**src/rtl/sd_pkg.sv**
```systemverilog
// Shared SD definitions: frame field widths, CRC7 polynomial and step, FSM states.
package sd_pkg;

  localparam int SD_IDX_W   = 6;
  localparam int SD_ARG_W   = 32;
  localparam int SD_CRC_W   = 7;
  localparam int SD_FRAME_W = 2 + SD_IDX_W + SD_ARG_W + SD_CRC_W + 1;

  // x^7 + x^3 + 1 with the x^7 term implicit
  localparam logic [SD_CRC_W-1:0] CRC7_POLY = 7'h09;

  typedef enum logic [2:0] {
    IDLE,
    PRE,
    HDR,
    CRC,
    END,
    GAP
  } sd_tx_state_t;

  // One serial CRC7 step for a single data bit
  function automatic logic [SD_CRC_W-1:0] crc7_step(input logic [SD_CRC_W-1:0] crc,
                                                    input logic bit_in);
    logic fb;
    fb = crc[SD_CRC_W-1] ^ bit_in;
    return {crc[SD_CRC_W-2:0], 1'b0} ^ (fb ? CRC7_POLY : '0);
  endfunction

endpackage

```
**src/rtl/sd_cmd_frame_tx_if.sv**
```systemverilog
// Command request / CMD pad bus between the command sequencer and the frame transmitter.
interface sd_cmd_frame_tx_if #(
  parameter int IDX_W = 6,
  parameter int ARG_W = 32
);
  logic             cmd_valid;
  logic             cmd_ready;
  logic [IDX_W-1:0] cmd_index;
  logic [ARG_W-1:0] cmd_arg;
  logic             abort;
  logic             cmd_so;
  logic             cmd_oe;
  logic             busy;
  logic             done;

  modport master (
    output cmd_valid, cmd_index, cmd_arg, abort,
    input  cmd_ready, cmd_so, cmd_oe, busy, done
  );

  modport slave (
    input  cmd_valid, cmd_index, cmd_arg, abort,
    output cmd_ready, cmd_so, cmd_oe, busy, done
  );
endinterface

```
**src/rtl/sd_crc7_serial.sv**
```systemverilog
// Bit-serial CRC7 generator; clear and enable together restart the CRC with the given bit.
module sd_crc7_serial
  import sd_pkg::*;
(
  input  logic                clk,
  input  logic                reset,
  input  logic                i_clr,
  input  logic                i_en,
  input  logic                i_bit,
  output logic [SD_CRC_W-1:0] o_crc
);

  logic [SD_CRC_W-1:0] r_crc;
  logic [SD_CRC_W-1:0] w_base;

  assign w_base = i_clr ? '0 : r_crc;

  // CRC register, updated on the falling edge like the rest of the CMD path
  always_ff @(negedge clk or posedge reset) begin
    if (reset) begin
      r_crc <= '0;
    end else if (i_clr || i_en) begin
      r_crc <= i_en ? crc7_step(w_base, i_bit) : '0;
    end
  end

  assign o_crc = r_crc;

endmodule

```
**src/rtl/sd_cmd_frame_tx.sv**
```systemverilog
// SD CMD-line frame transmitter: preamble ones, start/dir/index/arg, CRC7, end bit, gap ones.
module sd_cmd_frame_tx
  import sd_pkg::*;
#(
  parameter int IDX_W    = SD_IDX_W,
  parameter int ARG_W    = SD_ARG_W,
  parameter int PRE_BITS = 2,
  parameter int GAP_BITS = 8,
  parameter int CRC_EN   = 1
) (
  input  logic               clk,
  input  logic               reset,
  sd_cmd_frame_tx_if.slave   bus
);

  localparam int HDR_W   = 2 + IDX_W + ARG_W;
  localparam int FRAME_W = HDR_W + SD_CRC_W + 1;
  localparam int MAX_PG  = (PRE_BITS > GAP_BITS) ? PRE_BITS : GAP_BITS;
  localparam int MAX_CNT = (MAX_PG > HDR_W) ? MAX_PG : HDR_W;
  localparam int CNT_W   = $clog2(MAX_CNT + 1);

  localparam logic [CNT_W-1:0] PRE_LAST = CNT_W'((PRE_BITS > 0) ? PRE_BITS - 1 : 0);
  localparam logic [CNT_W-1:0] HDR_LAST = CNT_W'(HDR_W - 1);
  localparam logic [CNT_W-1:0] CRC_LAST = CNT_W'(SD_CRC_W - 1);
  localparam logic [CNT_W-1:0] GAP_LAST = CNT_W'(GAP_BITS - 1);

  sd_tx_state_t        r_state, w_state_nxt;
  logic [CNT_W-1:0]    r_cnt, w_cnt_nxt;
  logic [FRAME_W-1:0]  r_sh, w_sh_nxt, w_sh_src, w_load;
  logic                r_so, r_oe, r_done;
  logic                w_so_nxt, w_oe_nxt, w_done_nxt;
  logic                w_accept;
  logic                w_crc_clr, w_crc_en, w_crc_bit;
  logic [SD_CRC_W-1:0] w_crc, w_crc_field, w_crc_sh;

  // Header bits first; the trailing ones are never shifted onto the line
  assign w_load      = {2'b01, bus.cmd_index, bus.cmd_arg, {(SD_CRC_W + 1){1'b1}}};
  assign w_accept    = bus.cmd_valid && (r_state == IDLE);
  assign w_crc_field = (CRC_EN != 0) ? w_crc : '1;
  assign w_crc_sh    = w_crc_field << w_cnt_nxt;

  sd_crc7_serial u_crc (
    .clk   (clk),
    .reset (reset),
    .i_clr (w_crc_clr),
    .i_en  (w_crc_en),
    .i_bit (w_crc_bit),
    .o_crc (w_crc)
  );

  // Next state, counter, shift register and the line value for the coming period
  always_comb begin
    w_state_nxt = r_state;
    w_cnt_nxt   = r_cnt + CNT_W'(1);
    w_sh_src    = r_sh;
    w_sh_nxt    = r_sh;
    w_crc_clr   = 1'b0;
    w_crc_en    = 1'b0;
    w_crc_bit   = 1'b1;
    w_so_nxt    = 1'b1;

    case (r_state)
      IDLE: begin
        w_cnt_nxt = r_cnt;
        if (w_accept) begin
          w_crc_clr   = 1'b1;
          w_sh_src    = w_load;
          w_sh_nxt    = w_load;
          w_cnt_nxt   = '0;
          w_state_nxt = (PRE_BITS > 0) ? PRE : HDR;
        end
      end
      PRE: if (r_cnt == PRE_LAST) begin w_state_nxt = HDR; w_cnt_nxt = '0; end
      HDR: if (r_cnt == HDR_LAST) begin w_state_nxt = CRC; w_cnt_nxt = '0; end
      CRC: if (r_cnt == CRC_LAST) begin w_state_nxt = END; w_cnt_nxt = '0; end
      END: begin w_state_nxt = GAP; w_cnt_nxt = '0; end
      GAP: if (r_cnt == GAP_LAST) begin w_state_nxt = IDLE; w_cnt_nxt = '0; end
      default: begin w_state_nxt = IDLE; w_cnt_nxt = '0; end
    endcase

    // Abort parks the line high and still runs the full release gap
    if (bus.abort && (r_state inside {PRE, HDR, CRC, END})) begin
      w_state_nxt = GAP;
      w_cnt_nxt   = '0;
    end

    if (w_state_nxt == HDR) begin
      w_so_nxt  = w_sh_src[FRAME_W-1];
      w_crc_en  = 1'b1;
      w_crc_bit = w_sh_src[FRAME_W-1];
      w_sh_nxt  = {w_sh_src[FRAME_W-2:0], 1'b1};
    end else if (w_state_nxt == CRC) begin
      w_so_nxt = w_crc_sh[SD_CRC_W-1];
    end

    w_oe_nxt   = (w_state_nxt != IDLE);
    w_done_nxt = (w_state_nxt == IDLE) && (r_state != IDLE);
  end

  // State and output registers on the falling edge; the card samples on the rising edge
  always_ff @(negedge clk or posedge reset) begin
    if (reset) begin
      r_state <= IDLE;
      r_cnt   <= '0;
      r_sh    <= '1;
      r_so    <= 1'b1;
      r_oe    <= 1'b0;
      r_done  <= 1'b0;
    end else begin
      r_state <= w_state_nxt;
      r_cnt   <= w_cnt_nxt;
      r_sh    <= w_sh_nxt;
      r_so    <= w_so_nxt;
      r_oe    <= w_oe_nxt;
      r_done  <= w_done_nxt;
    end
  end

  assign bus.cmd_ready = !reset && (r_state == IDLE);
  assign bus.cmd_so    = r_so;
  assign bus.cmd_oe    = r_oe;
  assign bus.busy      = (r_state != IDLE);
  assign bus.done      = r_done;

endmodule
```
**src/flat_wrapper.sv**
```systemverilog
// flat-port wrapper written by rule: the top's interface ports become plain ports
module sd_cmd_frame_tx_flat import sd_pkg::*;
#(
  parameter int IDX_W    = SD_IDX_W,
  parameter int ARG_W    = SD_ARG_W,
  parameter int PRE_BITS = 2,
  parameter int GAP_BITS = 8,
  parameter int CRC_EN   = 1
)
  (clk, reset, bus_cmd_valid, bus_cmd_index, bus_cmd_arg, bus_abort, bus_cmd_ready, bus_cmd_so, bus_cmd_oe, bus_busy, bus_done);
  sd_cmd_frame_tx_if #(.IDX_W(IDX_W), .ARG_W(ARG_W)) bus_i ();
  input  logic clk;
  input  logic reset;
  input wire logic [$bits(bus_i.cmd_valid)-1:0] bus_cmd_valid;
  input wire logic [$bits(bus_i.cmd_index)-1:0] bus_cmd_index;
  input wire logic [$bits(bus_i.cmd_arg)-1:0] bus_cmd_arg;
  input wire logic [$bits(bus_i.abort)-1:0] bus_abort;
  output wire logic [$bits(bus_i.cmd_ready)-1:0] bus_cmd_ready;
  output wire logic [$bits(bus_i.cmd_so)-1:0] bus_cmd_so;
  output wire logic [$bits(bus_i.cmd_oe)-1:0] bus_cmd_oe;
  output wire logic [$bits(bus_i.busy)-1:0] bus_busy;
  output wire logic [$bits(bus_i.done)-1:0] bus_done;
  assign bus_i.cmd_valid = bus_cmd_valid;
  assign bus_i.cmd_index = bus_cmd_index;
  assign bus_i.cmd_arg = bus_cmd_arg;
  assign bus_i.abort = bus_abort;
  assign bus_cmd_ready = bus_i.cmd_ready;
  assign bus_cmd_so = bus_i.cmd_so;
  assign bus_cmd_oe = bus_i.cmd_oe;
  assign bus_busy = bus_i.busy;
  assign bus_done = bus_i.done;
  sd_cmd_frame_tx #(.IDX_W(IDX_W), .ARG_W(ARG_W), .PRE_BITS(PRE_BITS), .GAP_BITS(GAP_BITS), .CRC_EN(CRC_EN)) u_core (.clk(clk), .reset(reset), .bus(bus_i));
endmodule
```
**config.mk**
```make
export PLATFORM = sky130hd
export DESIGN_NAME = sd_cmd_frame_tx_flat
export DESIGN_NICKNAME = d
export VERILOG_FILES = /design/src/rtl/sd_pkg.sv /design/src/rtl/sd_cmd_frame_tx_if.sv /design/src/rtl/sd_crc7_serial.sv /design/src/rtl/sd_cmd_frame_tx.sv /design/src/flat_wrapper.sv
export SDC_FILE = /design/constraint.sdc
export NUM_CORES = 1
export LEC_CHECK = 0
export CORE_MARGIN = 3
export CORE_UTILIZATION = 40
export DETAILED_ROUTE_END_ITERATION = 6
export PLACE_DENSITY = 0.71
export SETUP_SLACK_MARGIN = 0.2
export SLEW_MARGIN = 40
export SYNTH_ARGS = -nofsm -noshare
export SYNTH_HDL_FRONTEND = slang
export SYNTH_SLANG_ARGS = --single-unit
```
**constraint.sdc**
```tcl
create_clock -name clk -period 3.8 [get_ports clk]
set_input_delay 0.38 -clock clk [delete_from_list [all_inputs] [get_ports clk]]
set_output_delay 0.38 -clock clk [all_outputs]
set_load 0.05 [all_outputs]
```
== Word-level counts from Yosys, hierarchy flattened ==
Cells that the tools add are included.

* Register bits: 67
* Latch bits: 0
* Bits in writable memories: 0
* Memory bits (read-only): 0
* Input port bits: 42
* Output and inout port bits: 5
* Word-level logic and storage cells: 59
* Memories: 0

* Add/subtract/negate cells: 1
* Multipliers: 0
* Div/mod/pow operators: 0
* Order comparisons: 0
* Equality and inequality tests: 11
* Shift-type cells: 1
* Multiplexer cells: 26
* Bitwise gates (word level): 2
* Reduce and logical (&&, ||, !) cells: 11

{| class="wikitable"
|+ Operator list
! operator !! number
|-
| 2-to-1 mux 48 bit || 3
|-
| 2-to-1 mux 6 bit || 6
|-
| case mux 6 bit (5 select lines) || 1
|-
| 2-to-1 mux 3 bit || 6
|-
| case mux 3 bit (6 select lines) || 1
|-
| 2-to-1 mux 7 bit || 2
|-
| == test 3 x 2 -> 1 bit (second input constant) || 4
|-
| == test 6 x 3 -> 1 bit (second input constant) || 2
|-
| left shift 7 x 6 -> 7 bit || 1
|-
| XOR 7 x 4 -> 7 bit || 1
|-
| adder 6 x 1 -> 6 bit (second input constant) || 1
|-
| == test 3 bit (second input constant) || 2
|-
| == test 6 x 1 -> 1 bit (second input constant) || 1
|-
| == test 6 bit (second input constant) || 1
|-
| logical NOT 3 bit || 2
|-
| 2-to-1 mux 1 bit || 6
|-
| nonzero test 3 bit || 2
|-
| logical AND 1 bit || 4
|-
| 2-to-1 mux 4 bit || 1
|-
| nonzero test 4 bit || 1
|-
| == test 3 x 1 -> 1 bit (second input constant) || 1
|-
| logical NOT 1 bit || 1
|-
| logical OR 1 bit || 1
|-
| XOR 1 bit || 1
|}

== Longest topological paths before layout ==
Gate-level depths: netlist (run 1).

* Depth after elaboration: 11
* Depth in mapped cells: 12
* Depth with buffers taken out: 9

== Hierarchy ==
From an unflattened synthesis (run 1), not the netlist that was laid out.

* Cell total of the unflattened synthesis: 353
* Area, all modules: 3,935.0 um^2

{| class="wikitable"
|+ By module, submodules not included
! module !! instances !! cells each !! area each (um^2) !! sequential area each (um^2)
|-
| sd_cmd_frame_tx || 1 || 321 || 3,593.4 || 1,562.7
|-
| sd_crc7_serial || 1 || 32 || 341.6 || 175.2
|}

==> out/metrics.yaml, run 1 <==
run_status:
  status: "complete, no violations"
global_route:
  grt_max_degree: 68
  grt_pass1_wl_um: 13800
  gr-total-overflow: 0
  grt_pass1_vias: 2979
  antenna_found_initial: 0
  grt_usage_pct: 15.1
hold_path:
  min_from: "u_core.u_crc.o_crc[5]"
  hold_end: "u_core.u_crc.o_crc[6]"
  worst_hold_path_type: "flip-flop to flip-flop"
  hold_path_depth: 2
floorplan:
  coreArea_mm2: 0.00950
  fp.dieW_um: 106
  start_util_pct: 42.2
  io_pins: 47
  fp.dieArea_mm2: 0.0113
  rows: 35
  die_h_um: 106
place:
  hpwl_um: 5210
  place_inst: 507
  gp_congestion: 0.820
  detailed_place.area_mm2: 0.00460
  numPortBuffers: 46
final_layout:
  final_cells: 588
  final_nets: 499
  syn_to_final_growth_pct: 34.9
  seqCellArea_mm2: 0.00174
  mostFrequentLayoutCells: "mux2i_1, inv_1, dfstp_2"
  final_cell_area_mm2: 0.00541
  drive_gt1_share_pct: 29.2
  final_common_cell: "mux2i_1"
  diodes: 0
  multi_input_area_mm2: 0.00204
  fillerInstances: 783
setup_path:
  critical_path_class: "input port to flip-flop"
  r2r_slack_ns: 0.86
  critPathSlowestCell: "or4_4"
  crit_fanout: 8
  cpMostUsedCell: "mux2i_1"
  startpoint: "bus_abort"
  worstPathCellList: "buf_8 > and3_4 > or4_4 > nor2_8 > buf_12 > clkbuf_16 > mux2i_1 > mux2i_1"
  max_stage_delay_ns: 0.57
  cp.arrival_ns: 2.07
  reg2reg_to: "u_core.bus.cmd_so"
  end_kind: "flip-flop"
  required_ns: 2.19
  critPathLaunchType: "input port"
  reg2regPathDepth: 8
  r2r-start: "u_core.r_cnt[0]"
route:
  viasPerCell: 5.09
  wl_per_cell_um: 15.0
  drtPass1Iterations: 4
  drt-initial-drc-count: 172
  postRouteAntennaNets: 0
  vias: 2994
  drc: 0
  routed_wl_um: 8850
sta:
  max_slew.worst_pin.slew_ns: 0.772
  fin_worst_skew_ns: 0.0781
  finalSetupViolations: 0
  finalSetupTns_ns: 0
  slew_viol_final: 0
  finalHoldViolCount: 0
  rsz0062_at_grt: "yes"
  hold_ws_ns: 0.510
  slew_headroom_pct: 48.5
clock_network:
  cts_hold_buf: 0
  clkTransAtPathRegs_ns: 0.05
  clk_latency_ns: 0.41
  clockBufferDepth: 2
  clock-sinks: 67
  htreeDepth: 3
  clock-root-buffer: "clkbuf_8"
  cts_tree: "yes"
  numCtsBuffers: 9
power:
  powerDensity_mw_per_mm2: 600
  leakage_nw: 2.14
  power.total_w: 0.00324
  peakVddDrop_mv: 0.249
run:
  cap_violations: 0
synthesis:
  syn-num-nets: 380
  synth_edf_count: 0
  yosysUniqueCellTypes: 54
  synth_seq_cells: 67
  syn_area_mm2: 0.00401
  netlist_instances: 335
  syn_area_per_cell_um2: 12.0
  synthArstFlopShare_pct: 100
  yosysWarnings: 0
  ys_seq_area_share_pct: 43.4
  synth_ff_type: "dfstp_2"
## cell families (layout without fill, tap and decap cells)
family	count (synthesis)	after routing	share of synthesized area (%)
and+or+nand+nor	69	69	9.49
adders and majority gates	3	3	0.937
muxes	127	127	31.8
buffers and inverters	31	155	7.43
DFF	67	67	43.4
xor gates and xnor gates	2	2	0.437
AOI/OAI and AO/OA	36	36	6.59
## state kept, by name, indices dropped and copies added (netlist names)
signal              flops
u_core.bus.done         1
u_core.r_state          3
u_core.bus.cmd_oe       1
u_core.bus.cmd_so       1
u_core.u_crc.o_crc      7
u_core.r_sh            48
u_core.r_cnt            6
## per-stage QoR
stage | util [%] | setup slack, ns
6_report | 56.9 | 0.124
3_5_place_dp | 48.5 | -0.574
3_3_place_gp | 48.5 | -0.542
5_1_grt | 56.9 | 0.0979
4_1_cts | 54.6 | 0.166
2_1_floorplan | - | -0.0319
## Yosys cell counts, types with 2 or more instances
library cell  number  area (um2)
nor3_1             4        20.0
o31ai_1            2        15.0
buf_6              4        45.0
clkbuf_1           6        22.5
ha_1               3        37.5
a21oi_2            2        17.5
or3_1              3        18.8
and3_1             3        18.8
o21ai_0            4        20.0
a211oi_1           2        15.0
a21oi_1            4        20.0
bufbuf_8           2        37.5
dfrtn_1           18         450
nor4_1             2        12.5
dfstp_2           49        1290
o21ai_1            5        25.0
a311o_1            2        20.0
buf_12             7         140
buf_2              3        15.0
inv_1              8        30.0
o211ai_1           2        15.0
xnor2_1            2        17.5
nand3_1            3        15.0
nor4b_1            3        26.3
mux2i_1          126        1260
nor2_1            14        52.6
nand2_1           25        93.8
## where the power goes
group | internal (W) | switching [W]
clock | 0.000387 | 0.000476
combinational | 0.000492 | 0.000500
sequential | 0.00118 | 0.000209
total | 0.00206 | 0.00118
## worst max path at each step
stage / slack (ns) / endpoint / cells after the start
final: 0.12 / u_core.r_sh[22] / 8
after detailed placement: -0.57 / u_core.u_crc.o_crc[3] / 7
after floorplan: -0.03 / u_core.u_crc.o_crc[1] / 9
after CTS: 0.17 / u_core.u_crc.o_crc[3] / 8
after global routing: 0.1 / u_core.r_sh[22] / 8
after global placement: -0.54 / u_core.u_crc.o_crc[3] / 7
## repair_timing
item                                   CTS  global route
endpoints found under the hold margin    0             0
gates cloned                             2             8
buffers inserted                         7             0
pin swaps                                6             3
setup endpoints to repair               60            54
gates resized for setup                 22            12
## metal layers
layer | GRT usage, % | wire (um)
met2 | 23.5 | 4390
met5 | 0 | 0
met1 | 19.4 | 4070
met4 | 7.22 | 133
met3 | 4.19 | 254
## worst max-delay path, delay by kind of cell
family / cells / cell delay, ns
mux: 2 / 0.40
simple gates: 3 / 0.85
buf+inv: 3 / 0.43
## cell type report
cell class	count	share of cell area, %
Inverter	7	0.555
Clock inverter	56	5.07
Multi-Input combinational cell	237	37.7
Timing Repair Buffer	83	19.2
Clock buffer	9	2.29
Tap cell	129	2.99
Sequential cell	67	32.1
Note: power is estimated with default switching activity, not from simulation.
==> inputs of run 2 (changes only) <==
CAP_MARGIN = 30   (was not set)
==> results of run 2 <==
The final DEF is identical to that of run 1; final timing and power are the same.
==> inputs of run 3 (changes only) <==
ABC_AREA = 1   (was not set)
PLACE_DENSITY = 0.66   (was 0.71)
==> run 3 against run 2 <==
  * Global-route usage increased by 1.0 points
  * Sequential share of layout area increased by 4.9 points
  * Clock skew decreased by 0.0098 ns
  * Highest routed layer unchanged
  * Largest cell class is now flip-flops and latches
  * Setup slack improved by 0.11 ns
  * Clock power decreased by 11%
  * Register-to-register slack improved by 0.67 ns
  * Sequential power decreased by 9%
  * Wire length decreased by 11%
  * Hold slack got worse by 0.030 ns
  * Via count increased by 13%
==> out/metrics.yaml, run 3 <==
run_status:
  status: "complete, no violations"  # unchanged
floorplan:
  fp.dieW_um: 101  # was 106 um
  die_h_um: 101  # was 106 um
  io_pins: 47  # unchanged
  fp.dieArea_mm2: 0.0102  # was 0.0113 mm2
  start_util_pct: 41.2  # was 42.2%
  rows: 34  # was 35
  coreArea_mm2: 0.00876  # was 0.00950 mm2
global_route:
  grt_pass1_wl_um: 13500  # was 13800 um
  gr-total-overflow: 0  # unchanged
  grt_usage_pct: 16.1  # was 15.1%
  grt_pass1_vias: 3157  # was 2979
  antenna_found_initial: 0  # unchanged
  grt_max_degree: 68  # unchanged
power:
  powerDensity_mw_per_mm2: 723  # was 600 mW/mm2
  peakVddDrop_mv: 0.271  # was 0.249 mV
  leakage_nw: 2.45  # was 2.14 nW
synthesis:
  syn-num-nets: 525  # was 380
  netlist_instances: 480  # was 335
  synth_most_common_cell: "nand2_1"  # was mux2i_1
  yosysWarnings: 0  # unchanged
  yosysUniqueCellTypes: 29  # was 54
  ys_seq_area_share_pct: 48.1  # was 43.4%
  syn_area_per_cell_um2: 7.53  # was 12.0 um2
  synth_edf_count: 0  # unchanged
  synthTopCellsByCount: "nand2_1, nor2_1, dfstp_2"  # was mux2i_1, dfstp_2, nand2_1
  synthArstFlopShare_pct: 100  # unchanged
  syn_area_mm2: 0.00361  # was 0.00401 mm2
  synth_seq_cells: 67  # unchanged
  synth_top_area_cell: "dfstp_2"  # unchanged
  synth_ff_type: "dfstp_2"  # unchanged
  yosysTopAreaCellShare_pct: 35.6  # was 32.1%
  synth.area.top_cells: "dfstp_2, nand2_1, dfrtn_1, a31oi_1, nor2_1"  # was dfstp_2, mux2i_1, dfrtn_1, buf_12, nand2_1
final_layout:
  final_nets: 624  # was 499
  diodes: 0  # unchanged
  drive_gt1_share_pct: 18.0  # was 29.2%
  regMostFlops: "u_core.r_sh"  # unchanged
  largest_register_ffs: 48  # unchanged
  syn_to_final_growth_pct: 29.7  # was 34.9%
  mostFrequentLayoutCells: "nand2_1, inv_1, nor2_1"  # was mux2i_1, inv_1, dfstp_2
  final_common_cell: "nand2_1"  # was mux2i_1
route:
  vias: 3376  # was 2994
  viasPerCell: 4.88  # was 5.09
  routed_wl_um: 7870  # was 8850 um
  postRouteAntennaNets: 0  # unchanged
  drt-initial-drc-count: 150  # was 172
  routed-wl-met2_um: 3810  # was 4390 um
  drt-met1-wl_um: 3660  # was 4070 um
  drc: 0  # unchanged
  wl_met3_um: 322  # was 254 um
  highest_layer: "met4"  # unchanged
  wl_per_cell_um: 11.4  # was 15.0 um
  drtPass1Iterations: 5  # was 4
setup_path:
  critPathLaunchType: "flip-flop"  # was input port
  reg2reg_to: "u_core.r_sh[41]"  # was u_core.bus.cmd_so
  end_kind: "primary output"  # was flip-flop
  r2r_slack_ns: 1.53  # was 0.86 ns
  crit_fanout: 6  # was 8
  reg2regPathDepth: 12  # was 8
  required_ns: 3.42  # was 2.19 ns
  critical_path_class: "flip-flop to primary output"  # was input port to flip-flop
  cp.arrival_ns: 3.19  # was 2.07 ns
  r2r-start: "u_core.r_cnt[0]"  # unchanged
sta:
  slew_viol_final: 0  # unchanged
  setup_slack_ns: 0.232  # was 0.124 ns
  finalSetupTns_ns: 0  # unchanged
  slew_headroom_pct: 70.4  # was 48.5%
  rsz0062_at_grt: "yes"  # unchanged
  hold_ws_ns: 0.480  # was 0.510 ns
  fin_worst_skew_ns: 0.0683  # was 0.0781 ns
  finalSetupViolations: 0  # unchanged
  finalHoldViolCount: 0  # unchanged
  max_slew.worst_pin.slew_ns: 0.437  # was 0.772 ns
clock_network:
  htreeDepth: 3  # unchanged
  clockBufferDepth: 2  # unchanged
  clkTransAtPathRegs_ns: 0.05  # about the same
  cts_tree: "yes"  # unchanged
  clk_latency_ns: 0.40  # was 0.41 ns
  numCtsBuffers: 9  # unchanged
  cts_hold_buf: 0  # unchanged
  clock-sinks: 67  # unchanged
  clock-root-buffer: "clkbuf_8"  # unchanged
place:
  hpwl_um: 5400  # was 5210 um
  numPortBuffers: 46  # unchanged
  gp_congestion: 0.814  # was 0.820
  dp_slack_ns: -0.232  # was -0.574 ns
hold_path:
  hold_end: "u_core.r_sh[5]"  # was u_core.u_crc.o_crc[6]
  worst_hold_path_type: "flip-flop to flip-flop"  # unchanged
  min_from: "u_core.r_sh[5]"  # was u_core.u_crc.o_crc[5]
  hold_path_depth: 2  # unchanged
run:
  cap_violations: 0  # unchanged
## run 3: cell types whose count changed in the layout (fill, tap and decap cells not counted), moves of 5 or more
cell	delta
inv_1	+25
mux2i_2	-5
nand2_1	+152
clkbuf_16	-6
nand3_1	+26
o21ai_0	+15
buf_4	-8
a31oi_1	+42
nor2_1	+47
mux2i_1	-121
## run 3: routing by layer
metal	vias up	GRT usage, %
li1	1752	-
met1	1552	20.7
met2	66	25.1
met3	6	3.88
met4	0	8.38
met5	-	0
## run 3: logic make-up after synthesis
| logic type | count (synthesis) | share of synthesized area [%] |
|---|---|---|
| AO/OA/AOI/OAI | 69 | 11.3 |
| flip-flops | 67 | 48.1 |
| XOR/XNOR | 2 | 0.485 |
| adder cells (fa/ha/maj) | 3 | 1.04 |
| AND/OR/NAND/NOR | 283 | 31.9 |
| buffers and inverters | 56 | 7.13 |
## run 3: report_power, final
part / internal [W] / switching [W]
Combinational: 0.000547 / 0.000805
Clock: 0.000320 / 0.000444
Sequential: 0.00117 / 0.000108
Total: 0.00203 / 0.00136
## run 3: cell type report
class	count	area, um2
flip-flops and latches	67	1740
well taps	108	135
clock inverters	56	250
inverters	33	128
multi-input cells	357	1650
fillers	868	4080
clock buffers	9	124
repair buffers	62	663
## run 3: repair_timing
item | 4_1_cts | 5_1_grt
pin swaps | 0 | 2
resized for setup | 5 | 10
setup endpoints to repair | 33 | 47
setup buffers | 0 | 1
hold endpoints to repair | 0 | 0
## run 3: worst max-delay path, stage by stage (launching register included)
cell	delay, ns
dfrtn_1	0.41
nor2_4	0.18
nand2_4	0.11
nor2_4	0.12
buf_12	0.14
## run 3: how the worst max path moves through the flow
stage / from / to / slack [ns] / cells after the start
final: u_core.r_state[1] / bus_cmd_ready / 0.23 / 4
after global routing: u_core.r_state[2] / bus_cmd_ready / 0.18 / 4
after CTS: u_core.r_state[2] / bus_cmd_ready / 0.18 / 4
after detailed placement: bus_cmd_valid / u_core.r_sh[4] / -0.23 / 7
after global placement: bus_cmd_valid / u_core.r_sh[22] / -0.16 / 8
after floorplan: u_core.r_state[1] / bus_cmd_ready / 0.14 / 3
## run 3: stage by stage
stage | utilization [%] | power (W) | cell area, um2 | instances
global placement | 48.7 | 0.00263 | 4270 | 627
CTS | 53.1 | 0.00341 | 4650 | 691
floorplan | - | 0.00232 | 3630 | 480
detailed placement | 48.7 | 0.00267 | 4270 | 627
finish | 53.5 | 0.00339 | 4690 | 692
global route | 53.5 | 0.00372 | 4690 | 692
